<file path="config.mk">
export PLATFORM = sky130hd
export DESIGN_NAME = imm_encoder
export DESIGN_NICKNAME = d
export VERILOG_FILES = /design/src/rtl/imm_encoder.sv
export SDC_FILE = /design/constraint.sdc
export NUM_CORES = 1
export LEC_CHECK = 0
export ABC_AREA = 1
export CORE_MARGIN = 3
export CORE_UTILIZATION = 30
export DETAILED_ROUTE_END_ITERATION = 6
export PLACE_DENSITY = 0.55
export SLEW_MARGIN = 20
export SYNTH_ARGS = -nofsm -noshare
export SYNTH_HDL_FRONTEND = slang
export SYNTH_SLANG_ARGS = --single-unit
</file>
<file path="constraint.sdc">
create_clock -name clk -period 2.5 [get_ports clk]
set_clock_uncertainty 0.05 [all_clocks]
set_input_delay 0.25 -clock clk [delete_from_list [all_inputs] [get_ports clk]]
set_output_delay 0.25 -clock clk [all_outputs]
set_load 0.01 [all_outputs]
</file>
<file path="src/rtl/imm_encoder.sv">
// imm_encoder -- places a full-width immediate into the immediate fields of a
// pre-built RV32 instruction word and flags immediates that do not fit the
// selected format. Two-stage valid/ready pipeline: stage 1 registers the
// placed word and range-check result, stage 2 is the output register.
// Each output word carries the instruction-memory write address, which
// advances by one per output transfer.
//
// Ports:
//   clk, rst_n          clock, async active-low reset
//   in_valid/in_ready   input handshake
//   base[31:0]          instruction with all non-immediate fields filled
//   imm[31:0]           immediate value
//   immsrc[2:0]         001 I, 010 U, 011 S, 100 B, 101 J, else none
//   out_valid/out_ready output handshake
//   instr[31:0]         encoded instruction
//   addr[ADDR_WIDTH-1:0] write address for instr
//   err                 immediate not representable (qualified by out_valid)
//   err_count[7:0]      saturating count of output transfers with err=1
//                       (present only when IMM_ENCODER_ERRCNT_EN is defined)
module imm_encoder #(
  parameter int ADDR_WIDTH = 8
) (
  input  logic                  clk,
  input  logic                  rst_n,
  input  logic                  in_valid,
  output logic                  in_ready,
  input  logic [31:0]           base,
  input  logic [31:0]           imm,
  input  logic [2:0]            immsrc,
  output logic                  out_valid,
  input  logic                  out_ready,
  output logic [31:0]           instr,
  output logic [ADDR_WIDTH-1:0] addr,
  output logic                  err
`ifdef IMM_ENCODER_ERRCNT_EN
  ,
  output logic [7:0]            err_count
`endif
);

  localparam int STAGES = 2;

  localparam logic [2:0] SRC_I = 3'b001;
  localparam logic [2:0] SRC_U = 3'b010;
  localparam logic [2:0] SRC_S = 3'b011;
  localparam logic [2:0] SRC_B = 3'b100;
  localparam logic [2:0] SRC_J = 3'b101;

  typedef struct packed {
    logic [31:0] instr;
    logic        err;
  } enc_t;

  // vld_pipe[1] = stage-1 occupied, vld_pipe[STAGES] = output register occupied
  logic [STAGES:1] vld_pipe;
  enc_t            enc, s1_q, s2_q;
  logic            s2_ready;

  // True when imm[31:msb] are all equal, i.e. imm sign-extends from bit msb.
  function automatic logic sext_ok(input logic [31:0] v, input int msb);
    logic [31:0] m;
    m = 32'hFFFF_FFFF << msb;
    return ((v & m) == m) || ((v & m) == 32'h0);
  endfunction

  // Field placement and range check. Out-of-range immediates are still
  // encoded from their truncated low bits so err is purely advisory.
  always_comb begin
    enc.instr = base;
    enc.err   = 1'b0;
    case (immsrc)
      SRC_I: begin
        enc.instr = {imm[11:0], base[19:0]};
        enc.err   = !sext_ok(imm, 11);
      end
      SRC_U: begin
        enc.instr = {imm[31:12], base[11:0]};
        enc.err   = |imm[11:0];
      end
      SRC_S: begin
        enc.instr = {imm[11:5], base[24:12], imm[4:0], base[6:0]};
        enc.err   = !sext_ok(imm, 11);
      end
      SRC_B: begin
        enc.instr = {imm[12], imm[10:5], base[24:12], imm[4:1], imm[11], base[6:0]};
        enc.err   = !sext_ok(imm, 12) || imm[0];
      end
      SRC_J: begin
        enc.instr = {imm[20], imm[10:1], imm[11], imm[19:12], base[11:0]};
        enc.err   = !sext_ok(imm, 20) || imm[0];
      end
      default: begin
        enc.instr = base;
        enc.err   = 1'b0;
      end
    endcase
  end

  // Output register can load when empty or being drained this cycle;
  // stage 1 can load when empty or moving into the output register.
  assign s2_ready = !vld_pipe[2] || out_ready;
  assign in_ready = !vld_pipe[1] || s2_ready;

  always_ff @(posedge clk or negedge rst_n) begin
    if (!rst_n) begin
      vld_pipe <= '0;
      s1_q     <= '0;
      s2_q     <= '0;
      addr     <= '0;
    end else begin
      if (in_ready) begin
        vld_pipe[1] <= in_valid;
        if (in_valid) s1_q <= enc;
      end
      if (s2_ready) begin
        vld_pipe[2] <= vld_pipe[1];
        if (vld_pipe[1]) s2_q <= s1_q;
      end
      if (vld_pipe[2] && out_ready) addr <= addr + ADDR_WIDTH'(1);
    end
  end

  assign out_valid = vld_pipe[STAGES];
  assign instr     = s2_q.instr;
  assign err       = s2_q.err;

`ifdef IMM_ENCODER_ERRCNT_EN
  always_ff @(posedge clk or negedge rst_n) begin
    if (!rst_n)
      err_count <= 8'd0;
    else if (vld_pipe[2] && out_ready && s2_q.err && (err_count != 8'hFF))
      err_count <= err_count + 8'd1;
  end
`endif

endmodule

</file>
==> impl_metrics.ini, run 1 <==
[finish]
num-nets-final = 621
antennaDiodeCount = 0
layout-drive-gt1-share_pct = 12.1
seqCellArea_sq_um = 1900
area_growth_pct = 42.6
postLayoutCellArea_sq_um = 5400
post_layout_nonfiller_instances = 722
nFillCells = 1229
final_cell_mix = nand2_1 (119), clkdlybuf4s50_1 (112), dfrtp_1 (76)
multi_input_area_sq_um = 1630
final_common_cell = nand2_1

[power]
vdd_drop_max_v = 0.000354
p_per_area_nw_per_um2 = 820
power_frac_comb_pct = 31.9
clkPwrFrac_pct = 28.4
p_switching_w = 0.00137
p_int_w = 0.00306
p_leak_nw = 2.43
p_total_w = 0.00443
p_sw_share_pct = 30.9
seq_power_share_pct = 39.7

[hold_path]
hold_path.class = in2async

[worst_setup_path]
end_kind = flip-flop
arrival_ns = 2.00
critPathLaunchType = input port
criticalPathCategory = in2reg
critPathMaxFanout = 16
critical_path_required_ns = 2.69

[route]
drc = 0
drt-met1-wl_um = 5120
routedWlPerCell_um = 14.7
drt-pass1-iter-count = 4
vias = 3303
route.met3.wl_um = 496
highest-signal-layer = met4
via_per_inst = 4.57
drtIter0Drc = 218
ant_nets = 0
finalWirelength_um = 10600
dr_wl_met2_um = 4920

[timing]
slew_viol_final = 0
finalSetupTns_ns = 0
period_share_pct = 72.5
setup_viol = 0
relSlewSlack_pct = 69.1
rsz0062_at_grt = no
final-hold-violation-count = 0
hold-worst-slack_ns = 0.305
tightest_slew_ns = 0.462
min_period_ns = 1.81
timing.fmax_mhz = 552

[synthesis]
synth_area_sq_um = 3780
ys_warn_count = 0
ys_ff_latch = 76
synth_area_leaders = dfrtp_1 (50%), nand2_1 (12%), mux2_2 (7.4%)
ys_seq_area_share_pct = 50.2
synth_top_area_share_pct = 50.2
synth.distinct_cells = 34
synth_nets = 505
yosys.area.top_type = dfrtp_1
synthCells = 433
syn_avg_cell_area_sq_um = 8.74

[global_routing]
grt_usage_pct = 15.6
overflow = 0
antenna_found_initial = 0
grt_pass1_vias = 3351
grt_max_degree = 77
grt_pass1_wl_um = 17500

[floorplanning]
row_count = 40
coreArea_sq_um = 12200
die_y_um = 118
die-width_um = 118
pin_count = 114
dieArea_sq_um = 14000
initial_utilization_pct = 31.1

[cts]
cts_tree = done
numClockSinks = 76
h-tree-depth = 3
clock-root-buffer = clkbuf_16
clk_latency_ns = 0.33
cts_setup_buffers = 0
cts_max_path_buffers = 2
cts_buffers = 9
path_clk_slew_ns = 0.06

[place]
placed_area_sq_um = 5070
gp_congestion = 0.867
port_buffers = 113
dpl.hpwl_um = 8040
place_inst = 704

[run_status]
outcome = finished clean

[flow_run]
maxCapViolCount = 0
## per-stage QoR
stage,util (%),worst slack (ns)
floorplan,-,1.06
global placement,41.7,0.369
detailed placement,41.7,0.349
CTS,44.1,0.695
global route,44.4,0.554
finish,44.4,0.688
## logic make-up (layout without fill, tap and decap cells)
group           count (synthesis)  after routing  synth area share, %
compound gates                 62             62                 9.65
xor+xnor                        7              7                 1.62
fa+ha+maj                       1              1                0.331
buf+inv                        58            179                 6.88
flops                          76             76                 50.2
mux                            25             25                 7.44
simple gates                  204            204                 23.8
## flip-flops by register name (all words and copies together), names as in the netlist
name and flops:
instr 32, vld_pipe 2, addr 8, s1_q 33
err 1
## worst max-delay path, stage by stage
cell	delay (ns)
clkdlybuf4s50_1	0.63
nand3_2	0.28
inv_2	0.25
nor2_8	0.10
nor2_8	0.21
o31ai_1	0.15
o211ai_1	0.11
## worst paths after layout
| path | startpoint | to | slack (ns) | cells after the start |
|---|---|---|---|---|
| max in group asynchronous | rst_n | instr[21] | 1.53 | 3 |
| min in group clk | base[4] | s1_q[5] | 0.42 | 3 |
| worst min register to register | addr[7] | addr[7] | 0.42 | 1 |
| worst max register to register | vld_pipe[2] | s1_q[21] | 0.89 | 6 |
| worst max-delay path | immsrc[1] | s1_q[21] | 0.69 | 7 |
| worst min-delay path | rst_n | addr[6] | 0.30 | 2 |
## per-layer routing
layer / track usage (%) / up-vias
li1: - / 1647
met1: 21.8 / 1558
met2: 24.4 / 92
met3: 4.07 / 6
met4: 3.08 / 0
met5: 0 / -
## final cells by class
type | count | area share (%)
inverter | 44 | 3.06
timing repair buffer | 119 | 22.4
clock inverter | 7 | 1.16
tap | 168 | 3.89
sequential | 76 | 35.2
multi-input combinational | 299 | 30.1
clock buffer | 9 | 4.17
## power by group through the flow
| stage | registers, W | logic [W] | clock network, W |
|---|---|---|---|
| final | 0.00176 | 0.00141 | 0.00126 |
| after global routing | 0.00180 | 0.00153 | 0.00135 |
| after CTS | 0.00176 | 0.00143 | 0.00129 |
| after detailed placement | 0.00178 | 0.00142 | 0 |
| after global placement | 0.00178 | 0.00141 | 0 |
| after floorplan | 0.00187 | 0.000521 | 0 |
## synth_stat cells
| cell | number |
|---|---|
| buf_2 | 7 |
| xor2_1 | 5 |
| a22o_1 | 7 |
| nor2_2 | 2 |
| nor2_8 | 2 |
| o211ai_1 | 1 |
| a21oi_1 | 13 |
| o22ai_1 | 6 |
| nand3_2 | 2 |
| nor2_4 | 2 |
| dfrtp_1 | 76 |
| nand2_4 | 1 |
| nand2_1 | 120 |
| nor2_1 | 42 |
| nand4_2 | 1 |
| nor4_1 | 1 |
| inv_1 | 39 |
| nand3_1 | 22 |
| o21ai_0 | 27 |
| nor3_2 | 1 |
| buf_6 | 3 |
| xnor2_1 | 2 |
| inv_2 | 5 |
| mux2_2 | 25 |
| o31ai_1 | 1 |
| a31oi_1 | 4 |
| clkbuf_1 | 1 |
| buf_4 | 3 |
| nand4_1 | 2 |
| nand3b_1 | 1 |
| nand2_2 | 3 |
| ha_1 | 1 |
| o221ai_1 | 3 |
| nor3_1 | 2 |
## what timing repair did
| action | in CTS | in global routing |
|---|---|---|
| gates resized for setup | 0 | 0 |
| hold buffers | 0 | 1 |
| hold endpoints to repair | 0 | 20 |
(Power assumes the default switching activity.)
==> run 2, diff against run 1 <==
==> constraint.sdc (replaced) <==
create_clock -name clk -period 1.7 [get_ports clk]
set_clock_uncertainty 0.05 [all_clocks]
set_input_delay 0.17 -clock clk [delete_from_list [all_inputs] [get_ports clk]]
set_output_delay 0.17 -clock clk [all_outputs]
set_load 0.01 [all_outputs]
==> run 2 against run 1 <==
Compared with the run above: clock power grew 50%; largest cell class unchanged; global-route usage grew 0.28 points; critical path depth decreased by 5; register-to-register slack worse by 0.58 ns; non-clock buffer count is 30 higher; via count grew 3.0%.
==> impl_metrics.ini, run 2 (synthesis gave the netlist of run 1 again) <==
[global_routing]
grt_pass1_wl_um = 18000
grt_usage_pct = 15.8
grt_pass1_vias = 3559
overflow = 0
grt_max_degree = 56
antenna_found_initial = 0

[power]
vdd_drop_max_v = 0.000495
p_per_area_nw_per_um2 = 1170
p_total_w = 0.00666
p_leak_nw = 2.60

[worst_setup_path]
criticalPathCategory = reg2out
worst_path_max_delay_cell = clkdlybuf4s50_1
cpLargestDelayFamily = buffers and inverters
critPathLaunchType = flip-flop
reg2reg_to = instr[29]
arrival_ns = 1.35
reg2reg_from = vld_pipe[2]
reg2reg_slack_ns = 0.31
cp-startpoint = vld_pipe[2]
critPathMaxFanout = 4
cp.buffers_inverters = 2
critical_path_required_ns = 1.48
path_cells = buf_4, clkdlybuf4s50_1
endpoint = out_valid
max_stage_delay_ns = 0.53
r2r_cells = 5
cp.depth = 2
end_kind = output pin

[timing]
finalSetupTns_ns = 0
setup_viol = 0
period_share_pct = 92.2
slew_viol_final = 0
min_period_ns = 1.57
relSlewSlack_pct = 79.4
timing.fmax_mhz = 638
tightest_slew_ns = 0.309
final-hold-violation-count = 0
rsz0062_at_grt = no

[run_status]
outcome = finished clean

[place]
place_inst = 734
gp_congestion = 0.854
port_buffers = 113
dpl.hpwl_um = 8450
placed_area_sq_um = 5360

[floorplanning]
die-width_um = 118
coreArea_sq_um = 12200
pin_count = 114
dieArea_sq_um = 14000
initial_utilization_pct = 31.1
die_y_um = 118
row_count = 40

[finish]
largest_register_ffs = 33
nFillCells = 1215
final_cell_mix = nand2_1 (119), clkdlybuf4s50_1 (111), dfrtp_1 (76)
area_growth_pct = 50.0
layout-drive-gt1-share_pct = 16.3
final_common_cell = nand2_1
top_register = s1_q
post_layout_nonfiller_instances = 752
antennaDiodeCount = 0
num-nets-final = 651
postLayoutCellArea_sq_um = 5680

[cts]
h-tree-depth = 3
numClockSinks = 76
clk_latency_ns = 0.32
cts_max_path_buffers = 2
clock-root-buffer = clkbuf_16
cts_tree = done
cts_buffers = 9
path_clk_slew_ns = 0.06

[route]
routedWlPerCell_um = 14.2
ant_nets = 0
drc = 0
finalWirelength_um = 10700
drtIter0Drc = 223
vias = 3401
drt-pass1-iter-count = 4
via_per_inst = 4.52

[hold_path]
hold_path.class = in2async

[flow_run]
maxCapViolCount = 0
## run 2: changes by cell type in the layout (fill, tap and decap cells not counted), sizes merged
cell / before / now
buf: 6 / 36
bufinv: 0 / 1
clkbuf: 9 / 12
clkdlybuf4s50: 112 / 111
clkinv: 1 / 3
clkinvlp: 1 / 0
dlymetal6s2s: 0 / 1
inv: 49 / 44
## run 2: what timing repair did
action	4_1_cts	5_1_grt
hold buffers	1	0
resized for setup	0	1
endpoints found under the hold margin	21	0
buffers inserted	1	0
setup endpoints to repair	1	1
pin swaps	0	0
## run 2: worst min-delay path by stage
stage | start | to | slack [ns] | cells after the start
finish | rst_n | addr[7] | 0.24 | 2
global route | rst_n | addr[7] | 0.25 | 2
CTS | rst_n | addr[7] | 0.24 | 2
detailed placement | rst_n | addr[7] | 0.04 | 1
global placement | rst_n | addr[4] | 0.03 | 1
floorplan | rst_n | addr[0] | -0.18 | 0
## run 2: per-stage QoR
stage               util, %  worst slack, ns  hold slack (ns)
finish                 46.7            0.133            0.240
global route           46.7           0.0903            0.255
CTS                    46.7          0.00999            0.239
detailed placement     44.1           -0.114           0.0387
global placement       44.1          -0.0696           0.0293
floorplan                 -            0.256           -0.176
## run 2: final cells by class
class	instances	area, sq um	share of cell area [%]
flip-flops and latches	76	1900	33.5
multi-input cells	299	1630	28.6
inverters	44	165	2.91
clock inverters	4	48.8	0.860
repair buffers	149	1480	26.1
well taps	168	210	3.70
clock buffers	12	246	4.34
## run 2: power breakdown
group / total (W) / switching, W / leakage, nW / internal (W)
logic: 0.00218 / 0.000914 / 1.53 / 0.00126
registers: 0.00259 / 0.000282 / 0.919 / 0.00231
clock network: 0.00189 / 0.000717 / 0.147 / 0.00118
## run 2: per-layer routing
| layer | up-vias | global-route usage [%] | wire length, um | part of all wire [%] |
|---|---|---|---|---|
| met3 | 6 | 3.68 | 514 | 4.8 |
| met5 | - | 0 | 0 | 0 |
| li1 | 1713 | - | - | - |
| met2 | 97 | 25.1 | 4930 | 46 |
| met1 | 1585 | 21.6 | 5120 | 48 |
| met4 | 0 | 4.54 | 98 | 0.92 |
==> run 3, diff against run 2 <==
--- a/config.mk
+++ b/config.mk
@@ -8,8 +8,8 @@
 export ABC_AREA = 1
 export CORE_MARGIN = 3
 export CORE_UTILIZATION = 30
+export CTS_CLUSTER_SIZE = 30
 export DETAILED_ROUTE_END_ITERATION = 6
-export PLACE_DENSITY = 0.55
 export SLEW_MARGIN = 20
 export SYNTH_ARGS = -nofsm -noshare
 export SYNTH_HDL_FRONTEND = slang
==> run 3 against run 2 <==
Compared with the run above: combinational power about the same; worst setup slack got worse by 0.0026 ns; clock power increased by 5%; global-route usage decreased by 0.47 points; cell count unchanged; maximum frequency decreased by 0.17%; non-clock buffer count decreased by 1; sequential cell count unchanged; sequential share of layout area increased by 0.089 points; utilization decreased by 0.12 points.
==> impl_metrics.ini, run 3 (synthesis gave the netlist of run 1 again) <==
[run_status]
outcome = finished clean

[timing]
slew_viol_final = 0
hold-worst-slack_ns = 0.230
min_period_ns = 1.57
timing.fmax_mhz = 637
period_share_pct = 92.3
relSlewSlack_pct = 77.7
setup_viol = 0
rsz0062_at_grt = no
tightest_slew_ns = 0.332
final-hold-violation-count = 0
finalSetupTns_ns = 0

[cts]
h-tree-depth = 3
numClockSinks = 76
cts_buffers = 9
cts_tree = done
clock-root-buffer = clkbuf_16
clk_latency_ns = 0.33
path_clk_slew_ns = 0.06
cts_max_path_buffers = 2

[route]
ant_nets = 0
vias = 3467
routedWlPerCell_um = 13.9
via_per_inst = 4.61
drc = 0
drt-pass1-iter-count = 4
finalWirelength_um = 10500
drtIter0Drc = 182

[global_routing]
grt_max_degree = 35
grt_usage_pct = 15.4
overflow = 0
grt_pass1_wl_um = 17400
antenna_found_initial = 1
grt_pass1_vias = 3554

[floorplanning]
pin_count = 114
die_y_um = 118
row_count = 40
coreArea_sq_um = 12200
die-width_um = 118
dieArea_sq_um = 14000
initial_utilization_pct = 31.1

[worst_setup_path]
cp-startpoint = vld_pipe[2]
reg2reg_to = s1_q[19]
arrival_ns = 1.35
end_kind = output pin
reg2reg_from = vld_pipe[1]
criticalPathCategory = reg2out
critPathMaxFanout = 4
r2r_cells = 7
endpoint = out_valid
reg2reg_slack_ns = 0.27
critical_path_required_ns = 1.48
cp.depth = 2
worst_path_max_delay_cell = clkdlybuf4s50_1
critPathLaunchType = flip-flop
cp.buffers_inverters = 2
max_stage_delay_ns = 0.53
cpLargestDelayFamily = buffers and inverters
path_cells = buf_4, clkdlybuf4s50_1

[finish]
area_growth_pct = 49.6
multi_input_area_sq_um = 1630
layout-drive-gt1-share_pct = 16.0
seqCellArea_sq_um = 1900
top_register = s1_q
final_common_cell = nand2_1
num-nets-final = 650
final_cell_mix = nand2_1 (119), clkdlybuf4s50_1 (111), dfrtp_1 (76)
largest_register_ffs = 33
nFillCells = 1194

[power]
p_sw_share_pct = 28.3
power_frac_comb_pct = 31.9
p_per_area_nw_per_um2 = 1190
p_leak_nw = 2.59
vdd_drop_max_v = 0.000563
p_int_w = 0.00483
seq_power_share_pct = 38.5
p_switching_w = 0.00190
clkPwrFrac_pct = 29.6

[place]
gp_congestion = 0.854
port_buffers = 113
dpl.hpwl_um = 8250

[flow_run]
maxCapViolCount = 0

[hold_path]
hold_path.class = in2async
-- run 3: power by group through the flow --
| stage | Clock [W] | Combinational, W | Sequential, W |
|---|---|---|---|
| 6_report | 0.00199 | 0.00215 | 0.00259 |
| 2_1_floorplan | 0 | 0.000766 | 0.00275 |
| 3_5_place_dp | 0 | 0.00217 | 0.00263 |
| 3_3_place_gp | 0 | 0.00213 | 0.00261 |
| 5_1_grt | 0.00212 | 0.00235 | 0.00266 |
| 4_1_cts | 0.00205 | 0.00219 | 0.00260 |
-- run 3: worst min path at each step --
| stage | cells past startpoint | to | startpoint |
|---|---|---|---|
| 6_report | 2 | addr[5] | rst_n |
| 5_1_grt | 2 | addr[5] | rst_n |
| 4_1_cts | 2 | addr[5] | rst_n |
| 3_5_place_dp | 1 | addr[5] | rst_n |
| 3_3_place_gp | 1 | addr[5] | rst_n |
| 2_1_floorplan | 0 | addr[0] | rst_n |
-- run 3: routing by layer --
metal	routed length, um	global-route usage, %	part of all wire (%)
met2	4990	25.2	48
met3	422	3.01	4.0
met5	0	0	0
met4	175	5.05	1.7
met1	4890	20.4	47
-- run 3: stage by stage --
| stage | total power (W) | instances | instance area, sq um | utilization (%) | setup slack (ns) |
|---|---|---|---|---|---|
| 4_1_cts | 0.00684 | 751 | 5660 | 46.5 | 0.0119 |
| 6_report | 0.00674 | 752 | 5660 | 46.6 | 0.131 |
| 2_1_floorplan | 0.00352 | 433 | 3780 | - | 0.256 |
| 5_1_grt | 0.00712 | 752 | 5660 | 46.6 | 0.00342 |
| 3_5_place_dp | 0.00480 | 733 | 5330 | 43.8 | -0.144 |
| 3_3_place_gp | 0.00474 | 733 | 5330 | 43.8 | -0.0883 |
-- run 3: worst reg2reg max path, cell delays in order (launching register included) --
cell and delay (ns):
dfrtp_1 0.40, nand3_2 0.10, nand2_2 0.10, inv_2 0.22, nand4_2 0.13, inv_1 0.21, nand2_1 0.08, nand3_1 0.09
-- run 3: area by class of cell --
class | instances | share of cell area (%)
inverter | 44 | 2.92
tap | 168 | 3.71
multi-input combinational | 299 | 28.7
antenna | 1 | 0.0442
sequential | 76 | 33.6
timing repair buffer | 148 | 25.5
clock inverter | 4 | 1.30
clock buffer | 12 | 4.18
-- run 3: timing repair --
item | in CTS | in global routing
cloned | 0 | 0
setup endpoints to repair | 1 | 1
buffers inserted | 1 | 0
endpoints found under the hold margin | 34 | 0
gates resized for setup | 0 | 1
hold buffers | 1 | 0
==> RTL edit 1: new RTL, config.mk and constraints of run 3 <==
Build with the macro `IMM_ENCODER_ERRCNT_EN` defined.
--- a/src/rtl/imm_encoder.sv
+++ b/src/rtl/imm_encoder.sv
@@ -17,6 +17,8 @@
 //   err                 immediate not representable (qualified by out_valid)
 //   err_count[7:0]      saturating count of output transfers with err=1
 //                       (present only when IMM_ENCODER_ERRCNT_EN is defined)
+`define IMM_ENCODER_ERRCNT_EN
+
 module imm_encoder #(
   parameter int ADDR_WIDTH = 8
 ) (
Function (old outputs only; new: err_count): kept (Yosys induction, for registers that start in step).
==> RTL edit 1 against run 3 <==
Worst hold slack improved by 0.035 ns. Synthesized area up 10%. Non-clock buffer count rose by 14. Count of clock-buffer cells in the layout decreased by 1. Final area is 9.6% higher. Critical path depth is the same. Via count increased by 7.5%. Wire length rose by 17%. Sequential cell count rose by 8. Total power up 7.8%. Maximum frequency is 1.6% lower. Global-route usage up 1.6 points. Worst setup slack worse by 0.026 ns. Critical path type unchanged. Largest cell class unchanged. Largest power group unchanged.
==> RTL edit 1: results (changes against run 3) <==
| Metric | Value |
|---|---|
| Placed Cells | 796 (+8.6%) |
| Met3 Resource Use GR | 3.542% (+0.53 points) |
| Count of non-filler cells in the finished layout | 814 (+8.2%) |
| R2R setup slack | 0.12 ns (-0.15 ns) |
| Gate power share | 33.2% (+1.3 points) |
| Cells resized by post-CTS repair | 1 (+1) |
| Final WL | 12.25 mm (+17%) |
| Sequential Power | 2.90 mW (+12%) |
| Vias | 3,728 (+7.5%) |
| Leak pwr | 2.832 nW (+9.4%) |
| Starting DRT DRC Count | 193 (+6.0%) |
| Largest net degree at the start of global routing | 33 (-5.7%) |
| Post-Route M1 WL | 5.507 mm (+13%) |
| Outcome | completed |
| Fmax | 627.0 MHz (-1.6%) |
| Cells after synthesis | 473 (+9.2%) |
| DR WL met2 | 5.903 mm (+18%) |
| Global Route Usage Sum | 17.00% (+1.6 points) |
| DP Wirelength | 9.724 mm (+18%) |
| Critical path data arrival time | 1.37 ns (+0.02 ns) |
| DP Worst Slack | -0.1364 ns (+0.007931 ns) |
| Slew of the pin with the lowest slew margin | 0.4264 ns (+0.09445 ns) |
| Sw frac | 30.01% (+1.8 points) |
| Global-route wire length before repair | 19.98 mm (+15%) |
| Crit-path max FO | 3 (-1) |
| Antenna cells | 0 (-1) |
| Met3 WL post-DR | 549 um (+30%) |
| Vias in the first global route | 3,905 (+9.9%) |
| Met1 GRT Util | 21.61% (+1.2 points) |
| Clk. pwr | 1.94 mW (-3%) |
| XOR/XNOR Fraction of Synth Area | 2.730% (+1.1 points) |
| Worst hold margin | 0.2658 ns (+0.03549 ns) |
| Synthesized net count | 546 (+8.1%) |
| Nets | 706 (+8.6%) |
| Synth cell count leaders | 133 x nand2_1, 84 x dfrtp_1, 47 x inv_1, 43 x nor2_1, 28 x mux2_2 |
| Synth area leaders | dfrtp_1 50%, nand2_1 12%, mux2_2 7.6% |
-- RTL edit 1: cell types whose count changed after synthesis, moves of 3 or more --
cell / change
nand2_1: +13
dfrtp_1: +8
inv_1: +8
o21ai_0: -5
xnor2_1: +4
a22o_1: -3
buf_4: -3
inv_2: -3
mux2_2: +3
nand4_1: +3
o21ai_1: +3
-- RTL edit 1: logic make-up after synthesis --
group | after synthesis
simple gates | 223
mux | 28
buf+inv | 63
flops | 84
xor+xnor | 13
compound gates | 60
fa+ha+maj | 2
-- RTL edit 1: through the flow --
step	util [%]	TNS, ns
3_3_place_gp	43.91	-1.292
5_1_grt	46.30	0
3_5_place_dp	43.91	-2.108
6_report	46.30	0
4_1_cts	46.23	0
2_1_floorplan	-	0
-- RTL edit 1: cell type report --
cell class              count  area (um^2)
well taps                 176        220.2
repair buffers            162         1593
fillers                  1324         7196
clock buffers              11        232.7
multi-input cells         326         1807
flip-flops and latches     84         2102
clock inverters             5        61.31
inverters                  50        188.9
==> RTL edit 2: new RTL, flow settings as in run 3 <==
Made on the original files. Set the parameter `ADDR_WIDTH` to 6 (it was 8).
--- a/src/rtl/imm_encoder.sv
+++ b/src/rtl/imm_encoder.sv
@@ -18,7 +18,7 @@
 //   err_count[7:0]      saturating count of output transfers with err=1
 //                       (present only when IMM_ENCODER_ERRCNT_EN is defined)
 module imm_encoder #(
-  parameter int ADDR_WIDTH = 8
+  parameter int ADDR_WIDTH = 6
 ) (
   input  logic                  clk,
   input  logic                  rst_n,
Ports: changed (resized addr); port bits go from 114 to 112. No check against the original RTL was run, so the function may have changed too.
==> RTL edit 2 against run 3 <==
Final area decreased by 4.5%. Via count fell by 4.3%. Wire length is 3.3% lower. Core utilization hardly changed. Total power fell by 2.8%. Sequential cell count fell by 2. Worst setup slack better by 0.055 ns. Synthesized area fell by 4.1%. Non-clock buffer count decreased by 12.
==> RTL edit 2: results (changes against run 3) <==
| Metric | Value |
|---|---|
| Met1 GRT Util | 22.13% (+1.7 points) |
| Logic power comb | 2.08 mW (-3%) |
| Met2 GRT Util | 24.63% (-0.56 points) |
| Buffers added on ports | 111 (-1.8%) |
| Global Route Usage Sum | 16.02% (+0.66 points) |
| Synth cell count leaders | 124 x nand2_1, 74 x dfrtp_1, 38 x nor2_1, 33 x inv_1, 27 x o21ai_0 |
| Synthesized net count | 484 (-4.2%) |
| Worst setup path startpoint | addr[2] |
| Cell Area, Placed | 5094 um^2 (-4.4%) |
| Synth area leaders | dfrtp_1 51%, nand2_1 13%, mux2_2 8.1% |
| Global-route wire length before repair | 16.55 mm (-5.0%) |
| Largest net degree at the start of global routing | 44 (+26%) |
| Met3 Resource Use GR | 3.760% (+0.75 points) |
| CP peak stage delay | 0.56 ns (+0.03 ns) |
| Leak pwr | 2.447 nW (-5.5%) |
| Outcome | completed |
| Switching power | 1.857 mW (-2.4%) |
| Rel. slew slack | 72.47% (-5.2 points) |
| Worst hold margin | 0.2718 ns (+0.04151 ns) |
| Drt wl/cell | 14.56 um (+4.5%) |
| Skew-Pair Late Insertion Delay | 0.33 ns (about the same) |
| Layout cells sized above 1 | 15.19% (-0.76 points) |
| Cells resized by post-CTS repair | 1 (+1) |
| Reg2reg start | vld_pipe[2] |
| DP Wirelength | 8.069 mm (-2.1%) |
| Nets | 620 (-4.6%) |
| R2R setup slack | 0.23 ns (-0.04 ns) |
| Critical path data arrival time | 1.29 ns (-0.06 ns) |
| RR Endpoint | s1_q[17] |
| Sequential element share of the synthesized area | 51.03% (+0.79 points) |
| Initial antenna violation count | 0 (-1) |
| Fmax | 660.2 MHz (+3.6%) |
| Cells after synthesis | 412 (-4.8%) |
| DP Worst Slack | -0.1218 ns (+0.02253 ns) |
| Maximum VDD drop | 415.0 uV (-26%) |
| Vias in the first global route | 3,343 (-5.9%) |
| Filler cells | 1,115 (-6.6%) |
| Clk. pwr | 1.91 mW (-4%) |
| Gate power share | 31.8% (about the same) |
| Via/cell ratio | 4.769 (+3.4%) |
| Antenna cells | 0 (-1) |
| Vias | 3,319 (-4.3%) |
| Netlist cell types | 35 (+2.9%) |
| Starting DRT DRC Count | 240 (+32%) |
| GPL Wtd Cong | 0.9407 (+10%) |
-- RTL edit 2: final cells by class --
cell class	instances	area, um^2	share of cell area [%]
clock inverters	4	50.05	0.9253
flip-flops and latches	74	1852	34.24
multi-input cells	288	1560	28.85
repair buffers	136	1360	25.14
well taps	143	178.9	3.308
inverters	39	151.4	2.799
clock buffers	12	256.5	4.742
-- RTL edit 2: cells by family (layout without fill, tap and decap cells) --
logic type / after synthesis / after routing / synth area share (%)
flip-flops: 74 / 74 / 51.03
XOR/XNOR: 5 / 5 / 1.207
AO/OA/AOI/OAI: 60 / 60 / 10.21
multiplexers: 26 / 26 / 8.069
buffers and inverters: 50 / 191 / 6.034
adder cells (fa/ha/maj): 1 / 1 / 0.3448
AND/OR/NAND/NOR: 196 / 196 / 23.10
-- RTL edit 2: layer usage --
metal / vias up / share of wire (%)
met4: 0 / 2.1
met2: 110 / 46
met5: - / 0
li1: 1628 / -
met3: 16 / 6.1
met1: 1565 / 46
